--- config.mk ---
export PLATFORM = sky130hd
export DESIGN_NAME = wb_traffic_gen
export DESIGN_NICKNAME = d
export VERILOG_FILES = /design/src/rtl/wb_tgen_pkg.sv /design/src/rtl/wb_tgen_pattern.sv /design/src/rtl/wb_traffic_gen.sv
export SDC_FILE = /design/constraint.sdc
export NUM_CORES = 1
export LEC_CHECK = 0
export CORE_UTILIZATION = 49
export DETAILED_ROUTE_END_ITERATION = 16
export PLACE_DENSITY = 0.86
export SYNTH_ARGS = -nofsm -noshare
export SYNTH_HDL_FRONTEND = slang
export SYNTH_SLANG_ARGS = --single-unit
export TNS_END_PERCENT = 1
--- constraint.sdc ---
create_clock -name sys_clk -period 3.45 [get_ports sys_clk]
set_clock_uncertainty 0.2 [all_clocks]
set_input_delay 0.69 -clock sys_clk [delete_from_list [all_inputs] [get_ports sys_clk]]
set_output_delay 0.69 -clock sys_clk [all_outputs]
set_load 0.005 [all_outputs]
--- src/rtl/wb_tgen_pkg.sv ---
// Shared types and constants for the Wishbone traffic generator.
package wb_tgen_pkg;

  typedef enum logic [1:0] {
    S_IDLE = 2'd0,
    S_WR   = 2'd1,
    S_RD   = 2'd2,
    S_DONE = 2'd3
  } state_t;

  typedef enum logic [1:0] {
    MODE_INDEX = 2'd0,
    MODE_LFSR  = 2'd1,
    MODE_WALK  = 2'd2,
    MODE_ADDR  = 2'd3
  } mode_t;

  localparam logic [31:0] LFSR_POLY   = 32'h8020_0003;
  localparam logic [2:0]  CTI_CLASSIC = 3'b000;
  localparam logic [2:0]  CTI_INCR    = 3'b010;
  localparam logic [2:0]  CTI_EOB     = 3'b111;

  // One step of the right-shifting Galois LFSR.
  function automatic logic [31:0] lfsr_next(input logic [31:0] s);
    lfsr_next = s[0] ? ((s >> 1) ^ LFSR_POLY) : (s >> 1);
  endfunction

endpackage

--- src/rtl/wb_tgen_pattern.sv ---
// Data pattern source: restarts on load, advances one word per step.
// Shared between the write stream and the expected-data stream by reloading.
module wb_tgen_pattern
  import wb_tgen_pkg::*;
#(
  parameter int DW    = 32,
  parameter int AW    = 26,
  parameter int LEN_W = 12
) (
  input  logic          i_clk,
  input  logic          i_rst_n,
  input  mode_t         i_mode,
  input  logic [31:0]   i_seed,
  input  logic          i_load,
  input  logic          i_step,
  input  logic [AW-1:0] i_addr,
  output logic [DW-1:0] o_word
);

  logic [LEN_W-1:0] r_idx;
  logic [31:0]      r_lfsr;
  logic [LEN_W-1:0] w_shift;

  // Word index and LFSR state; a zero seed would lock the LFSR, so it becomes 1.
  always_ff @(posedge i_clk or negedge i_rst_n) begin
    if (!i_rst_n) begin
      r_idx  <= {LEN_W{1'b0}};
      r_lfsr <= 32'd0;
    end else if (i_load) begin
      r_idx  <= {LEN_W{1'b0}};
      r_lfsr <= (i_seed == 32'd0) ? 32'd1 : i_seed;
    end else if (i_step) begin
      r_idx  <= r_idx + LEN_W'(1);
      r_lfsr <= lfsr_next(r_lfsr);
    end
  end

  // Pattern word selection.
  always_comb begin
    w_shift = r_idx % LEN_W'(DW);
    case (i_mode)
      MODE_INDEX: o_word = DW'(r_idx);
      MODE_LFSR:  o_word = r_lfsr[DW-1:0];
      MODE_WALK:  o_word = DW'(1'b1) << w_shift;
      MODE_ADDR:  o_word = DW'(i_addr);
      default:    o_word = {DW{1'b0}};
    endcase
  end

endmodule

--- src/rtl/wb_traffic_gen.sv ---
// Wishbone memory test master: writes a pattern, reads it back and counts mismatches.
// Define WB_TGEN_BURST_EN to issue incrementing bursts of BURST beats instead of classic cycles.
module wb_traffic_gen
  import wb_tgen_pkg::*;
#(
  parameter int DW    = 32,
  parameter int AW    = 26,
  parameter int LEN_W = 12,
  parameter int TMO   = 255,
  parameter int BURST = 4
) (
  input  logic            sys_clk,
  input  logic            resetn,
  input  logic            start,
  input  logic [AW-1:0]   cfg_base,
  input  logic [LEN_W-1:0] cfg_len,
  input  logic [1:0]      cfg_mode,
  input  logic [31:0]     cfg_seed,
  output logic            busy,
  output logic            done,
  output logic            pass,
  output logic [15:0]     err_cnt,
  output logic            tmo_err,
  output logic            wb_cyc_o,
  output logic            wb_stb_o,
  output logic            wb_we_o,
  output logic [AW-1:0]   wb_addr_o,
  output logic [DW-1:0]   wb_dat_o,
  output logic [DW/8-1:0] wb_sel_o,
  output logic [2:0]      wb_cti_o,
  input  logic            wb_ack_i,
  input  logic [DW-1:0]   wb_dat_i
);

  localparam int            WD_W = $clog2(TMO + 1);
  localparam logic [AW-1:0] STEP = AW'(DW / 8);
`ifdef WB_TGEN_BURST_EN
  localparam int            BW   = (BURST > 1) ? $clog2(BURST) : 1;
  logic [BW-1:0] r_beat, w_beat_nxt;
`endif

  state_t           r_state, w_state_nxt;
  logic             r_cyc, r_stb, r_we, w_cyc_nxt, w_stb_nxt, w_we_nxt;
  logic [AW-1:0]    r_addr, w_addr_nxt, r_base;
  logic [LEN_W-1:0] r_cnt, w_cnt_nxt, r_len, w_len_cur;
  logic [WD_W-1:0]  r_wdog, w_wdog_nxt;
  logic [15:0]      r_err, w_err_nxt;
  logic             r_tmo, w_tmo_nxt, r_pass, w_pass_nxt;
  logic             r_done, r_busy;
  logic [2:0]       r_cti, w_cti_nxt;
  logic [DW/8-1:0]  r_sel;
  mode_t            r_mode;
  logic [31:0]      r_seed, w_seed;
  logic             w_last, w_grp_end, w_load, w_step;
  logic [DW-1:0]    w_word;

  assign w_seed    = (r_state == S_IDLE) ? cfg_seed : r_seed;
  assign w_len_cur = (r_state == S_IDLE) ? cfg_len : r_len;
  assign w_last    = (r_cnt == r_len - LEN_W'(1));

  wb_tgen_pattern #(.DW(DW), .AW(AW), .LEN_W(LEN_W)) u_pattern (
    .i_clk   (sys_clk),
    .i_rst_n (resetn),
    .i_mode  (r_mode),
    .i_seed  (w_seed),
    .i_load  (w_load),
    .i_step  (w_step),
    .i_addr  (r_addr),
    .o_word  (w_word)
  );

  // Run configuration captured on an accepted start.
  always_ff @(posedge sys_clk or negedge resetn) begin
    if (!resetn) begin
      r_base <= {AW{1'b0}};
      r_len  <= {LEN_W{1'b0}};
      r_mode <= MODE_INDEX;
      r_seed <= 32'd0;
    end else if ((r_state == S_IDLE) && start) begin
      r_base <= cfg_base;
      r_len  <= cfg_len;
      r_mode <= mode_t'(cfg_mode);
      r_seed <= cfg_seed;
    end
  end

  // Next-state and bus-control decode.
  always_comb begin
    w_state_nxt = r_state;
    w_cyc_nxt   = r_cyc;
    w_stb_nxt   = r_stb;
    w_we_nxt    = r_we;
    w_addr_nxt  = r_addr;
    w_cnt_nxt   = r_cnt;
    w_err_nxt   = r_err;
    w_tmo_nxt   = r_tmo;
    w_pass_nxt  = r_pass;
    w_load      = 1'b0;
    w_step      = 1'b0;
`ifdef WB_TGEN_BURST_EN
    w_beat_nxt  = r_beat;
    w_grp_end   = (r_beat == BW'(BURST - 1));
`else
    w_grp_end   = 1'b0;
`endif
    case (r_state)
      S_IDLE: begin
        if (start) begin
          w_err_nxt  = 16'd0;
          w_tmo_nxt  = 1'b0;
          w_pass_nxt = 1'b0;
          w_addr_nxt = cfg_base;
          w_cnt_nxt  = {LEN_W{1'b0}};
          w_load     = 1'b1;
`ifdef WB_TGEN_BURST_EN
          w_beat_nxt = {BW{1'b0}};
`endif
          if (cfg_len == {LEN_W{1'b0}}) begin
            w_state_nxt = S_DONE;
          end else begin
            w_state_nxt = S_WR;
            w_cyc_nxt   = 1'b1;
            w_stb_nxt   = 1'b1;
            w_we_nxt    = 1'b1;
          end
        end else begin
          w_state_nxt = S_IDLE;
        end
      end
      S_WR, S_RD: begin
        if (!r_stb) begin
          // Idle gap between phases or burst groups is over; present the next beat.
          w_cyc_nxt = 1'b1;
          w_stb_nxt = 1'b1;
        end else if (wb_ack_i) begin
          if ((r_state == S_RD) && (wb_dat_i != w_word) && (r_err != 16'hFFFF)) begin
            w_err_nxt = r_err + 16'd1;
          end else begin
            w_err_nxt = r_err;
          end
          w_step     = 1'b1;
          w_addr_nxt = r_addr + STEP;
          w_cnt_nxt  = r_cnt + LEN_W'(1);
`ifdef WB_TGEN_BURST_EN
          w_beat_nxt = w_grp_end ? {BW{1'b0}} : r_beat + BW'(1);
`endif
          if (w_last) begin
            w_cyc_nxt = 1'b0;
            w_stb_nxt = 1'b0;
            w_we_nxt  = 1'b0;
            w_cnt_nxt = {LEN_W{1'b0}};
`ifdef WB_TGEN_BURST_EN
            w_beat_nxt = {BW{1'b0}};
`endif
            if (r_state == S_WR) begin
              w_state_nxt = S_RD;
              w_addr_nxt  = r_base;
              w_load      = 1'b1;
            end else begin
              w_state_nxt = S_DONE;
            end
          end else if (w_grp_end) begin
            w_cyc_nxt = 1'b0;
            w_stb_nxt = 1'b0;
          end else begin
            w_stb_nxt = r_stb;
          end
        end else if (r_wdog == WD_W'(TMO - 1)) begin
          w_tmo_nxt   = 1'b1;
          w_cyc_nxt   = 1'b0;
          w_stb_nxt   = 1'b0;
          w_we_nxt    = 1'b0;
          w_state_nxt = S_DONE;
        end else begin
          w_state_nxt = r_state;
        end
      end
      S_DONE:  w_state_nxt = S_IDLE;
      default: w_state_nxt = S_IDLE;
    endcase

    if (r_stb && !wb_ack_i && (w_state_nxt == r_state)) begin
      w_wdog_nxt = r_wdog + WD_W'(1);
    end else begin
      w_wdog_nxt = {WD_W{1'b0}};
    end

    if (w_state_nxt == S_DONE) begin
      w_pass_nxt = (w_err_nxt == 16'd0) && !w_tmo_nxt;
    end else begin
      w_pass_nxt = w_pass_nxt;
    end

`ifdef WB_TGEN_BURST_EN
    if (!w_stb_nxt) begin
      w_cti_nxt = CTI_CLASSIC;
    end else if ((w_cnt_nxt == w_len_cur - LEN_W'(1)) || (w_beat_nxt == BW'(BURST - 1))) begin
      w_cti_nxt = CTI_EOB;
    end else begin
      w_cti_nxt = CTI_INCR;
    end
`else
    w_cti_nxt = CTI_CLASSIC;
`endif
  end

  // State and registered outputs.
  always_ff @(posedge sys_clk or negedge resetn) begin
    if (!resetn) begin
      r_state <= S_IDLE;
      r_cyc   <= 1'b0;
      r_stb   <= 1'b0;
      r_we    <= 1'b0;
      r_addr  <= {AW{1'b0}};
      r_cnt   <= {LEN_W{1'b0}};
      r_wdog  <= {WD_W{1'b0}};
      r_err   <= 16'd0;
      r_tmo   <= 1'b0;
      r_pass  <= 1'b0;
      r_done  <= 1'b0;
      r_busy  <= 1'b0;
      r_cti   <= CTI_CLASSIC;
      r_sel   <= {(DW/8){1'b0}};
`ifdef WB_TGEN_BURST_EN
      r_beat  <= {BW{1'b0}};
`endif
    end else begin
      r_state <= w_state_nxt;
      r_cyc   <= w_cyc_nxt;
      r_stb   <= w_stb_nxt;
      r_we    <= w_we_nxt;
      r_addr  <= w_addr_nxt;
      r_cnt   <= w_cnt_nxt;
      r_wdog  <= w_wdog_nxt;
      r_err   <= w_err_nxt;
      r_tmo   <= w_tmo_nxt;
      r_pass  <= w_pass_nxt;
      r_done  <= (w_state_nxt == S_DONE);
      r_busy  <= (w_state_nxt != S_IDLE);
      r_cti   <= w_cti_nxt;
      r_sel   <= w_stb_nxt ? {(DW/8){1'b1}} : {(DW/8){1'b0}};
`ifdef WB_TGEN_BURST_EN
      r_beat  <= w_beat_nxt;
`endif
    end
  end

  assign busy      = r_busy;
  assign done      = r_done;
  assign pass      = r_pass;
  assign err_cnt   = r_err;
  assign tmo_err   = r_tmo;
  assign wb_cyc_o  = r_cyc;
  assign wb_stb_o  = r_stb;
  assign wb_we_o   = r_we;
  assign wb_addr_o = r_addr;
  assign wb_dat_o  = (r_stb && r_we) ? w_word : {DW{1'b0}};
  assign wb_sel_o  = r_sel;
  assign wb_cti_o  = r_cti;

endmodule

Word-level counts from Yosys, hierarchy flattened --
Index checks and enable logic that the tools add are counted.
Cells by class: add/subtract/negate cells 6, equality and inequality tests 20, shift-type cells 1, muxes and demuxes 68, bitwise logic cells 1, reductions and logical operators 24
Operators with widths (number):
- two-way mux 32 bit | 6
- two-way mux 26 bit | 5
- one-hot mux 32 bit (4 select lines) | 1
- two-way mux 12 bit | 6
- two-way mux 16 bit | 4
- one-hot mux 26 bit (2 select lines) | 1
- logical NOT 32 bit | 1
- != test 32 bit | 1
- one-hot mux 16 bit (2 select lines) | 1
- left shift 1 x 5 -> 32 bit, first input constant | 1
- two-way mux 1 bit | 29
- adder 26 x 3 -> 26 bit, second input constant | 1
- adder 12 x 1 -> 12 bit, second input constant | 2
- one-hot mux 12 bit (2 select lines) | 1
- adder 16 x 1 -> 16 bit, second input constant | 1
- logical NOT 16 bit | 1
- != test 16 bit, second input constant | 1
- == test 12 bit | 1
- logical NOT 12 bit | 1
- two-way mux 2 bit | 6
- subtractor 12 x 1 -> 12 bit, second input constant | 1
- == test 2 bit, second input constant | 5
- one-hot mux 1 bit (2 select lines) | 5
- nonzero test 2 bit | 5
- 19 further kinds | 33
Storage, ports and cells: bits in registers 191, input port bits 108, word-level logic and storage cells 139

Depth between registers and ports, before layout --
depth after elaboration 12, mapped depth 18

Hierarchy --
A second synthesis with hierarchy kept.
Second synthesis, totals: cell total of the unflattened synthesis 1236, area, all modules 11762.5 sq um
By module, submodules not included:
- wb_traffic_gen | instances 1, cells each 893, area an instance 8710.9 sq um, sequential area each 3578.4 sq um
- wb_tgen_pattern | instances 1, cells each 343, area an instance 3051.7 sq um, sequential area each 1101.1 sq um

Worst setup path after synthesis --
OpenSTA, ideal clock, no wires.
kind register to register, from reg u_pattern.r_idx[2], to reg r_pass (netlist: pass), arrival time 3348 ps, path slack -190 ps, cell stages (with the launch flop) 17, buffers on the path 3, clock period less this slack 3640 ps, cells stage by stage dfrtp_1 > clkbuf_1 > inv_1 > ha_1 > nor2b_1 > a32oi_2 > xnor2_1 > nor4_2 > nand4_1 > nor4_4 > a21oi_2 > buf_6 > buf_6 > nand4_2 > o21ai_2 > or4_1 > o31ai_2
On the way: longest elaborated chain between the ends 12
Ends and longest elaborated chain:
- start: declaration | RTL line wb_tgen_pattern.sv:20 | logic [LEN_W-1:0] r_idx;
- start signal: assignment | RTL line wb_tgen_pattern.sv:27 | r_idx <= {LEN_W{1'b0}};
- start signal: assignment | RTL line wb_tgen_pattern.sv:30 | r_idx <= {LEN_W{1'b0}};
- start signal: assignment | RTL line wb_tgen_pattern.sv:33 | r_idx <= r_idx + LEN_W'(1);
- left shift 1 x 5 -> 32 bit | RTL line wb_tgen_pattern.sv:44 | MODE_WALK: o_word = DW'(1'b1) << w_shift;
- one-hot mux 32 bit (4 select lines) * | RTL line wb_tgen_pattern.sv:41 | case (i_mode)
- != test 32 bit * | RTL line wb_traffic_gen.sv:136 | if ((r_state == S_RD) && (wb_dat_i != w_word) && (r_err != 16'hFFFF)) begin
- logical AND 1 bit * (2 in a row) | RTL line wb_traffic_gen.sv:136
- two-way mux 16 bit * | RTL line wb_traffic_gen.sv:136
- two-way mux 16 bit * | RTL line wb_traffic_gen.sv:135 | end else if (wb_ack_i) begin
- two-way mux 16 bit * | RTL line wb_traffic_gen.sv:131 | if (!r_stb) begin
- one-hot mux 16 bit (2 select lines) * | RTL line wb_traffic_gen.sv:106 | case (r_state)
- named net w_err_nxt[11] | RTL line wb_traffic_gen.sv:47 | logic [15:0] r_err, w_err_nxt;
- logical NOT 16 bit * | RTL line wb_traffic_gen.sv:189 | w_pass_nxt = (w_err_nxt == 16'd0) && !w_tmo_nxt;
- logical AND 1 bit * | RTL line wb_traffic_gen.sv:189
- two-way mux 1 bit * | RTL line wb_traffic_gen.sv:188 | if (w_state_nxt == S_DONE) begin
- end signal: assignment | RTL line wb_traffic_gen.sv:237 | r_pass <= w_pass_nxt;
- end: declaration | RTL line wb_traffic_gen.sv:48 | logic r_tmo, w_tmo_nxt, r_pass, w_pass_nxt;
Mark *: on every way through the listed nets, which the timed path passes. The rest lies on a longest branch. A chain may end at the register's enable or synchronous reset.

Final worst setup path --
from reg u_pattern.r_idx[1], to reg r_pass (netlist: pass)
On the way: longest elaborated chain between the ends 12
Ends and longest elaborated chain (RTL line):
- left shift 1 x 5 -> 32 bit | wb_tgen_pattern.sv:44
- one-hot mux 32 bit (4 select lines) * | wb_tgen_pattern.sv:41
- != test 32 bit * | wb_traffic_gen.sv:136
- logical AND 1 bit * (2 in a row) | wb_traffic_gen.sv:136
- two-way mux 16 bit * | wb_traffic_gen.sv:136
- two-way mux 16 bit * | wb_traffic_gen.sv:135
- two-way mux 16 bit * | wb_traffic_gen.sv:131
- one-hot mux 16 bit (2 select lines) * | wb_traffic_gen.sv:106
- logical NOT 16 bit * | wb_traffic_gen.sv:189
- logical AND 1 bit * | wb_traffic_gen.sv:189
- two-way mux 1 bit * | wb_traffic_gen.sv:188
Mark *: on every way between the ends. The rest lies on a longest branch, timed or not.

==> out/results.tsv <==
stage	metric	value	unit
worst_setup_path	crit_chain	ha_1 > ha_1 > nor2b_1 > a32oi_2 > xnor2_1 > nor4_2 > buf_4 > nand4_1 > nor3_4 > buf_4 > nand2_1 > a41oi_1 > o2111ai_1 > or4_1 > o31ai_2	
sta	period_minus_slack	3.977	ns
worst_setup_path	crit_family	simple AND/OR/NAND/NOR gates	
synthesis	ys.flop_type	dfrtp_1	
worst_setup_path	end_kind	flop	
floorplanning	core_area	0.02285	sq mm
worst_setup_path	rr_endpoint	pass	
worst_setup_path	worst-path-max-fanout	5	
sta	final_max_slew_viol_count	0	
worst_setup_path	r2r_slack	-0.53	ns
sta	fin_ws	-0.5268	ns
grt	overflow	0	
cts	cts_tree	built	
run	drv_cap	0	
grt	grt_pass1_wl	56990	microns
layout	syn_to_final_growth	33.59	%
placed_design	io_buffers	192	
power	combinationalPowerShare	50.7	%
grt	grt_antenna_before_repair	0	
sta	fin_crit_sh	115.3	%
detailed_routing	postRouteAntennaNets	0	
synthesis	ys_ff_latch	187	
power	p_per_area	713.7	mW/mm^2
outcome	violations	negative hold slack, negative setup slack	
cts	clock-sinks	187	
layout	seqCellArea	0.004681	sq mm
hold_path	hold_class	primary input to asynchronous set/reset pin	
sta	tightest_slew	0.8041	ns
detailed_routing	wl_met1	14990	microns
sta	relSlewSlack	45.98	%
power	p_sw	4343	uW
detailed_routing	wl_met3	2898	microns
cts	cts_buffers	17	
synthesis	ys_async_sr_fraction	100.0	%
sta	max_clock_freq	251.5	MHz
power	p_clk_share	17.4	%
grt	grt_max_degree	78	
power	irDropWorstVdd	420.3	uV
cts	h-tree-depth	4	
worst_setup_path	cpMaxStageDelayCell	dfrtp_1	
layout	layout_common_cells	clkdlybuf4s50_1 (191), dfrtp_1 (186), buf_4 (141)	
floorplanning	dieArea	0.02410	sq mm
power	p_leak	0.006572	uW
power	p_seq_share	31.9	%
synthesis	netlist_top_cells_area	dfrtp_1 (41%), mux2_2 (7.1%), mux2i_1 (6.2%), nor2_1 (4.2%), xor2_1 (3.6%)	
detailed_routing	wirelength	36030	microns
detailed_routing	drc	0	
detailed_routing	wl_per_cell	19.73	microns
detailed_routing	highest_layer	met4	
placed_design	dp.cells	1794	
layout	stdcell_count	1826	
cts	clk_pin_slew_worst_paths	0.07	ns
cts	cts_setup_buffers	0	
synthesis	synth_edf_count	0	
detailed_routing	firstDrtPassIters	5	
layout	post-route-util	67.27	%
layout	design_area	0.01537	sq mm
synthesis	yosys.area.top_type_share	40.67	%
power	p_int	6627	uW
worst_setup_path	start_kind	flop	
grt	grt.total_usage	30.45	%
worst_setup_path	regToRegStartpoint	u_pattern.r_idx[1]	
worst_setup_path	worstRegToRegCells	15	
cts	cts_root_buf	clkbuf_16	
synthesis	yosysUniqueCellTypes	80	
detailed_routing	drt-vias-per-instance	5.949	
worst_setup_path	slowest_delay	0.43	ns
sta	setup_violations	29	
sta	rsz0062_at_grt	yes	
outcome	status	finished with violations	
worst_setup_path	worstPathArrival	4.14	ns
synthesis	syn_inst	1221	
worst_setup_path	critical_path_required	3.61	ns
floorplanning	dieWidth	155.2	microns
sta	holdWs	-0.01429	ns
layout	nets	1624	
layout	diodes	0	
layout	layout_commonest_cell	clkdlybuf4s50_1	
placed_design	dp_hpwl	26520	microns
placed_design	gp_congestion	1.001	
floorplanning	fp-row-count	55	
synthesis	synth_top_area_cell	dfrtp_1	
worst_setup_path	criticalPathCategory	flop to flop	
detailed_routing	vias	10860	
layout	drive_above_1_share	20.09	%
sta	hold_viol_final	7	
synthesis	synth_area_per_cell	9.422	sq um
detailed_routing	wl_met2	17230	microns
grt	grt_pass1_vias	10630	
layout	fillerInstances	1727	
power	swShare	39.59	%
placed_design	placed_area	0.01466	sq mm
worst_setup_path	path_buf_inv	2	
synthesis	synth_area	0.01150	sq mm
cts	clock_latency	0.45	ns
synthesis	ys_seq_area_share	40.67	%
floorplanning	die_y	155.2	microns
cts	clk_path_buf_depth	2	
synthesis	yosysWarnings	0	
floorplanning	start_util	50.36	%
detailed_routing	dr.first_iter.drc_count	987	
floorplanning	io_pins	196	
layout	multi_input_area	0.006513	sq mm
-- sequential cells by signal (all words and copies together) (netlist names), 2 cells and up, named ones only --
name              count
r_seed               32
u_pattern.r_lfsr     32
r_len                12
u_pattern.r_idx      12
err_cnt              16
r_wdog                8
r_state               2
r_cnt                12
r_base               26
r_mode                2
wb_addr_o            26
-- layout make-up --
type                       instances  area share [%]
sequential                       187           30.45
inverter                          27          0.6594
clock buffer                      17           2.768
clock inverter                    15          0.8141
timing repair buffer             341           20.38
multi-input combinational        926           42.37
tap                              313           2.548
-- Yosys cell counts, types with 12 or more instances --
cell type,count
nor2b_1,23
o22ai_1,37
xnor2_1,40
nand2_1,88
mux2_2,73
xor2_1,47
and3_1,23
ha_1,16
a22oi_1,13
inv_1,27
nor2_1,130
a21oi_1,46
o21a_1,16
mux2i_1,71
nand3_1,48
o21ai_0,66
dfrtp_1,187
buf_1,12
nand4_1,22
clkbuf_1,52
nor4_1,15
-- cell families after synthesis --
kind of cell,Yosys count,synth area share (%)
AOI/OAI and AO/OA,256,14.46
xor gates and xnor gates,87,6.623
other,1,0.03260
DFF,187,40.67
adders and majority gates,16,1.740
and+or+nand+nor,409,17.79
muxes,155,14.43
buffers and inverters,110,4.241
-- worst register-to-register path: cells and delay by family, from the launching register on --
kind | cells | cell delay (ns)
buffers and inverters | 2 | 0.34
XOR/XNOR | 1 | 0.12
AND/OR/NAND/NOR | 6 | 1.45
adder cells (fa/ha/maj) | 2 | 0.49
flip-flops | 1 | 0.43
AO/OA/AOI/OAI | 4 | 0.87
-- how the worst max path moves through the flow --
stage          slack (ns)  cells past startpoint          startpoint    to
4_1_cts             -0.51                     17  u_pattern.r_idx[1]  pass
3_5_place_dp        -0.65                     15  u_pattern.r_idx[1]  pass
2_1_floorplan      -0.004                     13            r_len[0]  pass
3_3_place_gp        -0.54                     12        wb_dat_i[17]  pass
6_report            -0.53                     15  u_pattern.r_idx[1]  pass
5_1_grt             -0.73                     15  u_pattern.r_idx[0]  pass
-- what timing repair did --
action / 4_1_cts / 5_1_grt
resized for setup: 24 / 7
hold buffers: 0 / 0
setup endpoints to repair: 78 / 91
pin swaps: 11 / 2
-- power groups by stage --
stage / registers (uW) / logic (uW) / clock network (uW)
after floorplan: 3400 / 2870 / 0
after global placement: 3440 / 5220 / 0
after detailed placement: 3490 / 5340 / 0
after CTS: 3460 / 5480 / 1920
after global routing: 3560 / 5960 / 2030
final: 3490 / 5570 / 1910
-- routing by layer --
layer / global-route usage, % / vias up
met5: 0 / -
met4: 10.74 / 0
met3: 6.156 / 70
met2: 49.10 / 502
met1: 40.82 / 5348
li1: - / 4943
-- metrics by stage --
step | power (uW) | setup TNS [ns] | setup slack, ns
after floorplan | 6278 | -0.004244 | -0.004244
after global placement | 8656 | -1.105 | -0.5400
after detailed placement | 8823 | -2.276 | -0.6502
after CTS | 10860 | -0.8606 | -0.5066
after global routing | 11540 | -10.09 | -0.7260
final | 10970 | -1.780 | -0.5268
(Power assumes the default switching activity.)
